<file path="config.mk">
export PLATFORM = sky130hd
export DESIGN_NAME = chip_bus_arbiter
export DESIGN_NICKNAME = d
export VERILOG_FILES = /design/src/rtl/chip_bus_arbiter.sv
export SDC_FILE = /design/constraint.sdc
export NUM_CORES = 1
export LEC_CHECK = 0
export CAP_MARGIN = 20
export CORE_ASPECT_RATIO = 1.75
export CORE_UTILIZATION = 30
export DETAILED_ROUTE_END_ITERATION = 6
export PLACE_DENSITY = 0.53
export SETUP_SLACK_MARGIN = 0.4
export SLEW_MARGIN = 20
export SYNTH_ARGS = -nofsm -noshare
export SYNTH_HDL_FRONTEND = slang
export SYNTH_SLANG_ARGS = --single-unit
</file>
<file path="constraint.sdc">
create_clock -name clk -period 2.9 [get_ports clk]
set_input_delay 0.58 -clock clk [delete_from_list [all_inputs] [get_ports clk]]
set_output_delay 0.58 -clock clk [all_outputs]
set_load 0.02 [all_outputs]
</file>
<file path="src/rtl/chip_bus_arbiter.sv">
// Chip-bus slot arbiter between the 68000 and Agnus DMA: times CPU cycles into
// colour-clock slots and generates the RAM/register/ROM/VPA enables and DTACK.
module chip_bus_arbiter #(
  parameter int unsigned SLOT_LEN    = 8,
  parameter int unsigned ROM_WAIT    = 4,
  parameter int unsigned BLS_SLOTS   = 3,
  parameter int unsigned DTACK_PHASE = 3
) (
  input  logic                        clk,
  input  logic                        rst,
  input  logic                        as_n,
  input  logic [2:0]                  a,
  input  logic                        ovl,
  input  logic                        ovr_n,
  input  logic                        xrdy,
  input  logic                        dbr_n,
  output logic [$clog2(SLOT_LEN)-1:0] phase,
  output logic                        re_n,
  output logic                        rgae_n,
  output logic                        rome_n,
  output logic                        vpa_n,
  output logic                        dtack_n,
  output logic                        bls_n
);

  localparam int unsigned PHASE_W = $clog2(SLOT_LEN);
  localparam int unsigned DENY_W  = $clog2(BLS_SLOTS) + 1;
  localparam int unsigned WAIT_W  = $clog2(ROM_WAIT) + 1;

  typedef enum logic [3:0] {
    ST_IDLE, ST_DECODE, ST_WAIT_SLOT, ST_CHIP, ST_ROM,
    ST_VPA, ST_EXT, ST_HOLD, ST_RELEASE
  } state_e;

  typedef enum logic [2:0] {RG_RAM, RG_REG, RG_ROM, RG_CIA, RG_EXT} region_e;

  state_e              state_q, state_d;
  region_e             region_q, region_d, region_dec;
  logic [2:0]          a_q, a_d;
  logic [DENY_W-1:0]   deny_q, deny_d;
  logic [WAIT_W-1:0]   wait_q, wait_d;
  logic                abort_q, abort_d;
  logic [PHASE_W-1:0]  phase_d;
  logic                slot_end;
  logic                re_d, rgae_d, rome_d, vpa_d, dtack_d, bls_d;

  // Address map of the latched CPU address; OVL turns page 0 into ROM.
  always_comb begin
    case (a_q)
      3'b000:  region_dec = ovl ? RG_ROM : RG_RAM;
      3'b110:  region_dec = RG_REG;
      3'b101:  region_dec = RG_CIA;
      3'b111:  region_dec = RG_ROM;
      default: region_dec = RG_EXT;
    endcase
  end

  assign phase_d  = phase + PHASE_W'(1);
  assign slot_end = (phase == PHASE_W'(SLOT_LEN - 1));

  always_comb begin
    state_d  = state_q;
    region_d = region_q;
    a_d      = a_q;
    deny_d   = deny_q;
    wait_d   = wait_q;
    abort_d  = abort_q;
    re_d     = 1'b1;
    rgae_d   = 1'b1;
    rome_d   = 1'b1;
    vpa_d    = 1'b1;
    dtack_d  = 1'b1;

    unique case (state_q)
      ST_IDLE: begin
        if (!as_n) begin
          state_d = ST_DECODE;
          a_d     = a;
        end
      end

      ST_DECODE: begin
        region_d = region_dec;
        if (as_n) begin
          state_d = ST_IDLE;
        end else begin
          unique case (region_dec)
            RG_RAM, RG_REG: state_d = ST_WAIT_SLOT;
            RG_ROM: begin
              state_d = ST_ROM;
              rome_d  = 1'b0;
              wait_d  = '0;
            end
            RG_CIA: begin
              state_d = ST_VPA;
              vpa_d   = 1'b0;
            end
            RG_EXT: state_d = ovr_n ? ST_EXT : ST_RELEASE;
          endcase
        end
      end

      // The slot boundary is the edge where the phase wraps back to zero.
      ST_WAIT_SLOT: begin
        if (as_n) begin
          state_d = ST_IDLE;
        end else if (slot_end) begin
          if (dbr_n) begin
            state_d = ST_CHIP;
            deny_d  = '0;
            abort_d = 1'b0;
            dtack_d = 1'(DTACK_PHASE != 0);
            if (region_q == RG_REG) rgae_d = 1'b0;
            else                    re_d   = 1'b0;
          end else if (deny_q != {DENY_W{1'b1}}) begin
            deny_d = deny_q + DENY_W'(1);
          end
        end
      end

      // A granted slot always runs to completion; a CPU abort only drops DTACK.
      ST_CHIP: begin
        abort_d = abort_q | as_n;
        if (slot_end) begin
          state_d = abort_d ? ST_IDLE : ST_HOLD;
          dtack_d = abort_d;
        end else begin
          if (region_q == RG_REG) rgae_d = 1'b0;
          else                    re_d   = 1'b0;
          dtack_d = ~((phase_d >= PHASE_W'(DTACK_PHASE)) & ~abort_d);
        end
      end

      ST_ROM: begin
        if (as_n) begin
          state_d = ST_IDLE;
        end else begin
          rome_d = 1'b0;
          if (wait_q == WAIT_W'(ROM_WAIT - 1)) begin
            dtack_d = 1'b0;
            state_d = ST_HOLD;
          end else begin
            wait_d = wait_q + WAIT_W'(1);
          end
        end
      end

      ST_VPA: begin
        if (as_n) state_d = ST_IDLE;
        else      vpa_d   = 1'b0;
      end

      ST_EXT: begin
        if (as_n) begin
          state_d = ST_IDLE;
        end else if (xrdy) begin
          dtack_d = 1'b0;
          state_d = ST_HOLD;
        end
      end

      ST_HOLD: begin
        if (as_n) begin
          state_d = ST_IDLE;
        end else begin
          dtack_d = 1'b0;
          rome_d  = ~(region_q == RG_ROM);
        end
      end

      ST_RELEASE: begin
        if (as_n) state_d = ST_IDLE;
      end
    endcase

    if (state_d == ST_IDLE) deny_d = '0;
    bls_d = ~(deny_d >= DENY_W'(BLS_SLOTS));
  end

  // State, slot phase and registered bus outputs.
  always_ff @(posedge clk) begin
    if (rst) begin
      state_q  <= ST_IDLE;
      region_q <= RG_RAM;
      a_q      <= '0;
      deny_q   <= '0;
      wait_q   <= '0;
      abort_q  <= 1'b0;
      phase    <= '0;
      re_n     <= 1'b1;
      rgae_n   <= 1'b1;
      rome_n   <= 1'b1;
      vpa_n    <= 1'b1;
      dtack_n  <= 1'b1;
      bls_n    <= 1'b1;
    end else begin
      state_q  <= state_d;
      region_q <= region_d;
      a_q      <= a_d;
      deny_q   <= deny_d;
      wait_q   <= wait_d;
      abort_q  <= abort_d;
      phase    <= phase_d;
      re_n     <= re_d;
      rgae_n   <= rgae_d;
      rome_n   <= rome_d;
      vpa_n    <= vpa_d;
      dtack_n  <= dtack_d;
      bls_n    <= bls_d;
    end
  end

endmodule

</file>
==> impl_metrics.ini, run 1 <==
[floorplan]
chip_height_um = 94.1
row_count = 33
core_area_um2 = 4670
initial_core_utilization_pct = 31.2
io-pin-count = 19
die_width_um = 54.6
design.die.area_um2 = 5140

[synthesis]
post_synth_main_area_contributors = sky130_fd_sc_hd__dfxtp_1 36%, sky130_fd_sc_hd__nor2_1 7.5%, sky130_fd_sc_hd__a21oi_1 5.2%
async_flop_share_pct = 0
synth.net_count = 200
netlist_instances = 184
synth_top_area_share_pct = 35.8
syn_avg_cell_area_um2 = 7.90
synth_top_family_by_area = simple AND/OR/NAND/NOR gates
synth.ff_latch_count = 26
ys_warn_count = 0
synth_edf_count = 0
syn_area_um2 = 1450
synth_adder_area_share_pct = 5.16
synth_xor_area_share_pct = 2.41
ys_seq_area_share_pct = 35.8
synthDominantAreaCellType = sky130_fd_sc_hd__dfxtp_1
synth_simple_gate_area_share_pct = 29.4
muxShareOfSynthArea_pct = 2.15
synth-main-ff-cell = sky130_fd_sc_hd__dfxtp_1
synth-compound-area-share_pct = 20.6
netlist-cell-type-count = 49

[placement]
globalplace.congestion = 0.819
placed_cell_area_um2 = 1690
port_buffers = 18
post_place_setup_slack_ns = 0.397
place_hpwl_mm = 2.83

[timing]
finalHoldViolCount = 0
grt_setup_unrepaired = no
setup_viol_count_final = 0
period_share_pct = 78.1
setup_total_negative_slack_ns = 0
final_critical_path_setup_slack_ns = 0.634
worst_max_slew_pin_slew_ns = 0.522
maxSlewViolCount = 0
finalClockSkew_ns = 0.00265
fin_crit_ns = 2.27
maxClockFrequency_mhz = 441
slew-limit-headroom_pct = 65.1

[global_route]
first_global_vias = 1245
grt_first_pass_wirelength_mm = 5.83
initial_antenna_violation_count = 0
globalRouteTotalUtil_pct = 15.7
global_route.overflow_total = 0
grt_max_degree = 16

[clocking]
hold_buffers = 0
clock_latency_on_the_worst_skew_pair_ns = 0.27
postCtsResizedCells = 0
clock-root-buffer = sky130_fd_sc_hd__clkbuf_8
ctsLongestPathBuffers = 2
cts-buffers-inserted = 3
post-cts-setup-buffers = 0
cts.clk_slew.worst_paths_ns = 0.08
cts.sinks = 26
tritoncts_clock_tree = done
h-tree-depth = 1

[detailed_routing]
detail_route.wl_per_cell_um = 14.6
num_vias = 1356
initial_drc_count = 22
final_antenna_net_count = 0
via_per_inst = 5.40
wirelength_mm = 3.66
route.detailed.drc = 0
first_pass_iters = 4

[worst_setup_path]
end_kind = flop
critical_path.max_fanout = 12
timing.critical_path.required_ns = 3.04
crit_path_start_kind = input port
arrival_time_at_the_worst_endpoint_ns = 2.40
critPathKind = in -> reg

[run]
drv_cap = 0

[final_layout]
nNetsFinal = 217
antenna-diode-count = 0
fin_area_um2 = 1740
fillers = 510
layout_commonest_cell = sky130_fd_sc_hd__nor2_1
proportion_of_layout_cells_with_a_drive_suffix_above_1_pct = 7.54
multi_input_area_um2 = 868
layout-area-overhead-vs-synth_pct = 19.4
final_cell_mix = 29 x sky130_fd_sc_hd__nor2_1, 26 x sky130_fd_sc_hd__dfxtp_1, 18 x sky130_fd_sc_hd__clkdlybuf4s50_1
final-seq-area_um2 = 520

[power]
power_density_nw_per_um2 = 412
power_after_layout_w = 0.000714
static-leakage-power_nw = 0.654
worst_ir_drop_vdd_mv = 0.248

[worst_hold_path]
hold_class = reg -> reg

[outcome]
status = completed
==> synth_stat cells, drive strengths merged (3+ instances only) <==
cell / number
ha: 6
a21oi: 15
and3: 3
nand2: 12
a31oi: 6
nor2: 29
o21ai: 9
dfxtp: 26
inv: 6
nor2b: 4
buf: 3
nor3: 3
clkbuf: 8
o21bai: 3
nand3: 9
xnor2: 3
nand2b: 3
==> kinds of logic after synthesis <==
logic type,count (synthesis)
multiplexers,3
buffers and inverters,17
flip-flops,26
AO/OA/AOI/OAI,47
adder cells (fa/ha/maj),6
XOR/XNOR,4
AND/OR/NAND/NOR,81
==> through the flow <==
| step | util [%] | hold WS (ns) | instances |
|---|---|---|---|
| 6_report | 37.2 | 0.438 | 251 |
| 5_1_grt | 37.2 | 0.473 | 251 |
| 4_1_cts | 37.2 | 0.438 | 251 |
| 3_5_place_dp | 36.3 | 0.416 | 248 |
| 3_3_place_gp | 36.3 | 0.413 | 248 |
| 2_1_floorplan | - | 0.395 | 184 |
==> critical path, stage by stage <==
cell	delay, ns
sky130_fd_sc_hd__clkdlybuf4s50_1	0.71
sky130_fd_sc_hd__nor2_1	0.22
sky130_fd_sc_hd__a32oi_1	0.19
sky130_fd_sc_hd__a21boi_0	0.32
sky130_fd_sc_hd__and4_4	0.31
sky130_fd_sc_hd__a211oi_2	0.07
==> metal layers <==
layer | part of all wire [%] | up-vias | GRT usage [%] | wire length [um]
li1 | - | 688 | - | -
met1 | 41 | 644 | 17.9 | 1490
met2 | 55 | 16 | 27.7 | 2020
met3 | 1.6 | 8 | 1.46 | 57
met4 | 2.6 | 0 | 6.62 | 95
met5 | 0 | - | 0 | 0
==> flip-flops by register name, summed over array words and instances (netlist names), 3 cells and up <==
register,flops
deny_q,3
wait_q,3
state_q,4
region_q,3
a_q,3
phase,3
==> worst paths after layout <==
kind / startpoint / end / slack (ns) / cells past startpoint
min reg2reg: region_q[0] / rgae_n / 0.44 / 1
max reg2reg: state_q[3] / deny_q[1] / 0.67 / 5
min: region_q[0] / rgae_n / 0.44 / 1
max: as_n / deny_q[1] / 0.63 / 6
==> report_power, final <==
part | switching [W] | internal (W) | total [W]
clock | 0.000108 | 0.0000931 | 0.000201
combinational | 0.0000720 | 0.0000590 | 0.000131
sequential | 0.0000138 | 0.000368 | 0.000382
total | 0.000194 | 0.000520 | 0.000714
==> cell type report <==
class,count,share of cell area [%]
Sequential cell,26,30.0
Timing Repair Buffer,23,12.5
Tap cell,52,3.75
Clock buffer,3,2.38
Inverter,6,1.30
Multi-Input combinational cell,141,50.0
Power figures use the tool's default switching activity.
==> run 2, diff against run 1 <==
==> constraint.sdc (replaced) <==
create_clock -name clk -period 2.2 [get_ports clk]
set_input_delay 0.44 -clock clk [delete_from_list [all_inputs] [get_ports clk]]
set_output_delay 0.44 -clock clk [all_outputs]
set_load 0.02 [all_outputs]
==> run 2 against run 1 <==
Net effect: global-route usage increased by 0.98 points; clock skew is essentially flat; final cell count increased by 5.6%; register-to-register slack got worse by 0.47 ns; count of clock-buffer cells in the layout stayed put; critical path type is now reg -> reg; largest power group unchanged.
==> impl_metrics.ini, run 2 (synthesis gave the netlist of run 1 again) <==
[outcome]
status = completed

[floorplan]
io-pin-count = 19
row_count = 33
die_width_um = 54.6
chip_height_um = 94.1
core_area_um2 = 4670
design.die.area_um2 = 5140
initial_core_utilization_pct = 31.2

[timing]
setup_total_negative_slack_ns = 0
finalClockSkew_ns = 0.00220
worst_max_slew_pin_slew_ns = 0.500
finalHoldViolCount = 0
maxClockFrequency_mhz = 499
setup_viol_count_final = 0
fin_crit_ns = 2.00
period_share_pct = 91.1
grt_setup_unrepaired = yes
maxSlewViolCount = 0
fin_hold_ws_ns = 0.443
slew-limit-headroom_pct = 66.4

[global_route]
grt_first_pass_wirelength_mm = 6.25
initial_antenna_violation_count = 0
met3_usage_pct = 1.94
grt_util_met1_pct = 18.5
grt_max_degree = 16
met2_global_route_usage_pct = 30.3
global_route.overflow_total = 0
globalRouteTotalUtil_pct = 16.6
first_global_vias = 1399
globalRoute.busiestLayer = met2

[worst_hold_path]
holdPathEnd = rgae_n
hold_depth = 1
hold_path.startpoint = region_q[0]
hold_class = reg -> reg

[worst_setup_path]
worst-path-buf-inv = 0
crit_path_start_kind = flop
timing.reg2reg.setup_slack_ns = 0.20
critical_path.max_fanout = 4
worstReg2RegEnd = bls_n
worst_r2r_path_depth = 5
timing.critical_path.required_ns = 2.37
critical_path.top_delay_family = simple AND/OR/NAND/NOR gates
r2r_start = state_q[2]
arrival_time_at_the_worst_endpoint_ns = 2.18
slowest_cell_on_the_critical_path = sky130_fd_sc_hd__or4b_4
timing.critical_path.slowest_cell_delay_ns = 0.54
critical_path.cell_chain = or4b_4 -> or3_1 -> a311o_1 -> and4_4 -> a21o_1
critPathKind = reg -> reg
end_kind = flop

[detailed_routing]
first_pass_iters = 5
final_antenna_net_count = 0
initial_drc_count = 20
wirelength_mm = 3.81
num_vias = 1412
detail_route.wl_per_cell_um = 14.4
via_per_inst = 5.33
route.detailed.drc = 0

[final_layout]
fin_area_um2 = 1920
nNetsFinal = 231
layout_commonest_cell = sky130_fd_sc_hd__nor2_1
post-route-util_pct = 41.2
proportion_of_layout_cells_with_a_drive_suffix_above_1_pct = 19.7
antenna-diode-count = 0
flip_flop_count_of_the_largest_register_all_copies_and_words_added = 4
layout-area-overhead-vs-synth_pct = 32.2
final_cell_mix = 29 x sky130_fd_sc_hd__nor2_1, 21 x sky130_fd_sc_hd__dfxtp_1, 19 x sky130_fd_sc_hd__buf_4
top_register = state_q

[clocking]
clock-root-buffer = sky130_fd_sc_hd__clkbuf_8
h-tree-depth = 1
clock_latency_on_the_worst_skew_pair_ns = 0.27
cts.clk_slew.worst_paths_ns = 0.09
hold_buffers = 0
tritoncts_clock_tree = done
ctsLongestPathBuffers = 2
cts-buffers-inserted = 3
cts.sinks = 26

[power]
power.switching_fraction_pct = 28.0
power_density_nw_per_um2 = 512
net-switching-power_w = 0.000275
pwr-share-seq_pct = 50.8
power_frac_clock_pct = 27.9
worst_ir_drop_vdd_mv = 0.275
comb_power_share_pct = 21.3
static-leakage-power_nw = 0.736
cell_internal_pwr_w = 0.000709

[run]
drv_cap = 0

[placement]
globalplace.congestion = 0.844
placed_cell_area_um2 = 1790
port_buffers = 18
place_hpwl_mm = 2.90
[run 2: repair_timing]
item                                   in CTS  in global routing
setup buffers                               0                  1
setup endpoints to repair                  11                 12
pin swaps                                   1                  8
cloned                                      0                  0
gates resized for setup                     5                 15
endpoints found under the hold margin       0                  0
[run 2: worst register-to-register path, stage by stage (launching register included)]
cell and delay [ns]:
sky130_fd_sc_hd__dfxtp_2 0.33, sky130_fd_sc_hd__or4b_4 0.54, sky130_fd_sc_hd__or3_1 0.33, sky130_fd_sc_hd__a311o_1 0.36
sky130_fd_sc_hd__and4_4 0.20, sky130_fd_sc_hd__a21o_1 0.15
[run 2: power groups by stage]
| stage | logic [W] | clock network, W | registers, W |
|---|---|---|---|
| 6_report | 0.000209 | 0.000275 | 0.000501 |
| 5_1_grt | 0.000233 | 0.000303 | 0.000504 |
| 4_1_cts | 0.000200 | 0.000282 | 0.000499 |
| 3_5_place_dp | 0.000196 | 0 | 0.000510 |
| 3_3_place_gp | 0.000197 | 0 | 0.000509 |
| 2_1_floorplan | 0.000112 | 0 | 0.000513 |
[run 2: worst max-delay path by stage]
stage               slack (ns)  startpoint  cells after the start         to
finish                    0.20  state_q[2]                      5      bls_n
detailed placement       -0.11         ovl                      6  wait_q[1]
CTS                       0.18  state_q[3]                      5      bls_n
global placement          -0.1         ovl                      6  wait_q[1]
global route              0.15  state_q[2]                      5  deny_q[1]
floorplan                 0.19  state_q[3]                      6      bls_n
[run 2: metrics by stage]
stage / std cells / power (W) / setup slack, ns
floorplan: 184 / 0.000625 / 0.193
global placement: 261 / 0.000706 / -0.0990
detailed placement: 261 / 0.000706 / -0.106
CTS: 264 / 0.000981 / 0.177
global route: 265 / 0.00104 / 0.151
finish: 265 / 0.000985 / 0.195
[run 2: final cells by class]
cell class / count / area [um^2]
Fill cell: 492 / 2740
Multi-Input combinational cell: 141 / 940
Sequential cell: 26 / 529
Timing Repair Buffer: 37 / 324
Tap cell: 52 / 65.1
Clock buffer: 3 / 41.3
Inverter: 6 / 22.5
[run 2: layer usage]
layer | up-vias | share of wire (%)
li1 | 721 | -
met1 | 660 | 41
met2 | 24 | 56
met3 | 7 | 1.9
met4 | 0 | 1.4
met5 | - | 0
==> run 3, diff against run 2 <==
--- a/config.mk
+++ b/config.mk
@@ -7,11 +7,13 @@
 export LEC_CHECK = 0
 export CAP_MARGIN = 20
 export CORE_ASPECT_RATIO = 1.75
+export CORE_MARGIN = 5
 export CORE_UTILIZATION = 30
 export DETAILED_ROUTE_END_ITERATION = 6
 export PLACE_DENSITY = 0.53
 export SETUP_SLACK_MARGIN = 0.4
-export SLEW_MARGIN = 20
+export SKIP_LAST_GASP = 1
+export SLEW_MARGIN = 30
 export SYNTH_ARGS = -nofsm -noshare
 export SYNTH_HDL_FRONTEND = slang
 export SYNTH_SLANG_ARGS = --single-unit
==> run 3 against run 2 <==
Net effect: clock power is 6% lower; flip-flop and latch count unchanged; worst hold slack worse by 0.0019 ns; critical path depth unchanged; maximum frequency up 1.0%; core utilization decreased by 0.15 points; register-to-register slack better by 0.02 ns; non-clock buffer count increased by 2; critical path type unchanged; critical endpoint is now deny_q[1]; largest cell class unchanged.
==> impl_metrics.ini, run 3 (synthesis gave the netlist of run 1 again) <==
[clocking]
h-tree-depth = 1
tritoncts_clock_tree = done
clock_latency_on_the_worst_skew_pair_ns = 0.26
clock-root-buffer = sky130_fd_sc_hd__clkbuf_8
cts.clk_slew.worst_paths_ns = 0.08
ctsLongestPathBuffers = 2
cts.sinks = 26
cts-buffers-inserted = 3

[timing]
worst_max_slew_pin_slew_ns = 0.486
grt_setup_unrepaired = yes
final_critical_path_setup_slack_ns = 0.216
maxSlewViolCount = 0
finalHoldViolCount = 0
slew-limit-headroom_pct = 67.3
fin_crit_ns = 1.98
period_share_pct = 90.2
finalClockSkew_ns = 0.00219
maxClockFrequency_mhz = 504
setup_total_negative_slack_ns = 0
setup_viol_count_final = 0

[floorplan]
row_count = 33
initial_core_utilization_pct = 30.9
chip_height_um = 102
core_area_um2 = 4710
design.die.area_um2 = 6390
io-pin-count = 19
die_width_um = 62.6

[detailed_routing]
num_vias = 1411
via_per_inst = 5.28
route.detailed.drc = 0
detail_route.wl_per_cell_um = 13.9
final_antenna_net_count = 0
first_pass_iters = 4
wirelength_mm = 3.71
initial_drc_count = 62

[final_layout]
antenna-diode-count = 0
layout-area-overhead-vs-synth_pct = 32.9
flip_flop_count_of_the_largest_register_all_copies_and_words_added = 4
proportion_of_layout_cells_with_a_drive_suffix_above_1_pct = 20.5
top_register = state_q
fillers = 507
final_cell_mix = 29 x sky130_fd_sc_hd__nor2_1, 23 x sky130_fd_sc_hd__dfxtp_1, 21 x sky130_fd_sc_hd__buf_4
layout_commonest_cell = sky130_fd_sc_hd__nor2_1
nNetsFinal = 233

[global_route]
met3_usage_pct = 1.54
grt_first_pass_wirelength_mm = 6.24
grt_max_degree = 16
globalRouteTotalUtil_pct = 12.1
initial_antenna_violation_count = 0
globalRoute.busiestLayer = met2
grt_util_met1_pct = 12.5
global_route.overflow_total = 0
met2_global_route_usage_pct = 23.0
first_global_vias = 1409

[worst_setup_path]
timing.critical_path.slowest_cell_delay_ns = 0.54
critical_path.cell_chain = or4b_4 -> or3_4 -> a311o_1 -> and4_4 -> a211oi_2
critical_path.max_fanout = 4
timing.critical_path.required_ns = 2.39
critical_path.top_delay_family = simple AND/OR/NAND/NOR gates
worst-path-buf-inv = 0
end_kind = flop
crit_path_start_kind = flop
slowest_cell_on_the_critical_path = sky130_fd_sc_hd__or4b_4
critPathKind = reg -> reg
arrival_time_at_the_worst_endpoint_ns = 2.18

[placement]
globalplace.congestion = 0.923
post_place_setup_slack_ns = -0.114
place_hpwl_mm = 2.93
port_buffers = 18

[worst_hold_path]
hold_class = reg -> reg

[power]
power_density_nw_per_um2 = 501
static-leakage-power_nw = 0.746
worst_ir_drop_vdd_mv = 0.262

[run]
drv_cap = 0

[outcome]
status = completed
## run 3: cell count changes in the layout (fill, tap and decap cells not counted), sizes merged
cell / delta
buf: +2
## run 3: path summary, 6_finish.rpt
check / start / end / slack, ns / cells past startpoint
hold / removal: phase[0] / phase[0] / 0.44 / 1
hold reg to reg: phase[0] / phase[0] / 0.44 / 1
setup reg to reg: state_q[3] / deny_q[1] / 0.22 / 5
setup / recovery: state_q[3] / deny_q[1] / 0.22 / 5
## run 3: metrics by stage
step	util (%)	cell area (um^2)	total power [W]	hold slack, ns	std cells
CTS	39.7	1870	0.000974	0.454	267
finish	41.0	1930	0.000968	0.441	267
detailed placement	38.4	1810	0.000708	0.426	263
floorplan	-	1460	0.000625	0.395	184
global route	41.0	1930	0.00102	0.463	267
global placement	38.4	1810	0.000709	0.426	263
## run 3: metal layers
| metal | vias to the layer above | wire, um |
|---|---|---|
| met5 | - | 0 |
| met4 | 0 | 95 |
| met3 | 6 | 66 |
| met2 | 16 | 2070 |
| met1 | 667 | 1480 |
| li1 | 722 | - |
## run 3: area by class of cell
| cell class | instances | area (um^2) | share of cell area (%) |
|---|---|---|---|
| well taps | 52 | 65.1 | 3.37 |
| inverters | 6 | 22.5 | 1.17 |
| clock buffers | 3 | 41.3 | 2.14 |
| flip-flops and latches | 26 | 527 | 27.3 |
| multi-input cells | 141 | 937 | 48.5 |
| repair buffers | 39 | 339 | 17.6 |
## run 3: report_power, final
part / switching, W / total (W) / internal, W
registers: 0.0000138 / 0.000499 / 0.000485
logic: 0.000109 / 0.000211 / 0.000102
clock network: 0.000136 / 0.000258 / 0.000122
total: 0.000258 / 0.000968 / 0.000710
## run 3: what timing repair did
| item | CTS | global route |
|---|---|---|
| hold buffers | 0 | 0 |
| setup endpoints to repair | 10 | 11 |
| pin swaps | 0 | 4 |
| setup buffers | 1 | 0 |
| resized for setup | 4 | 16 |
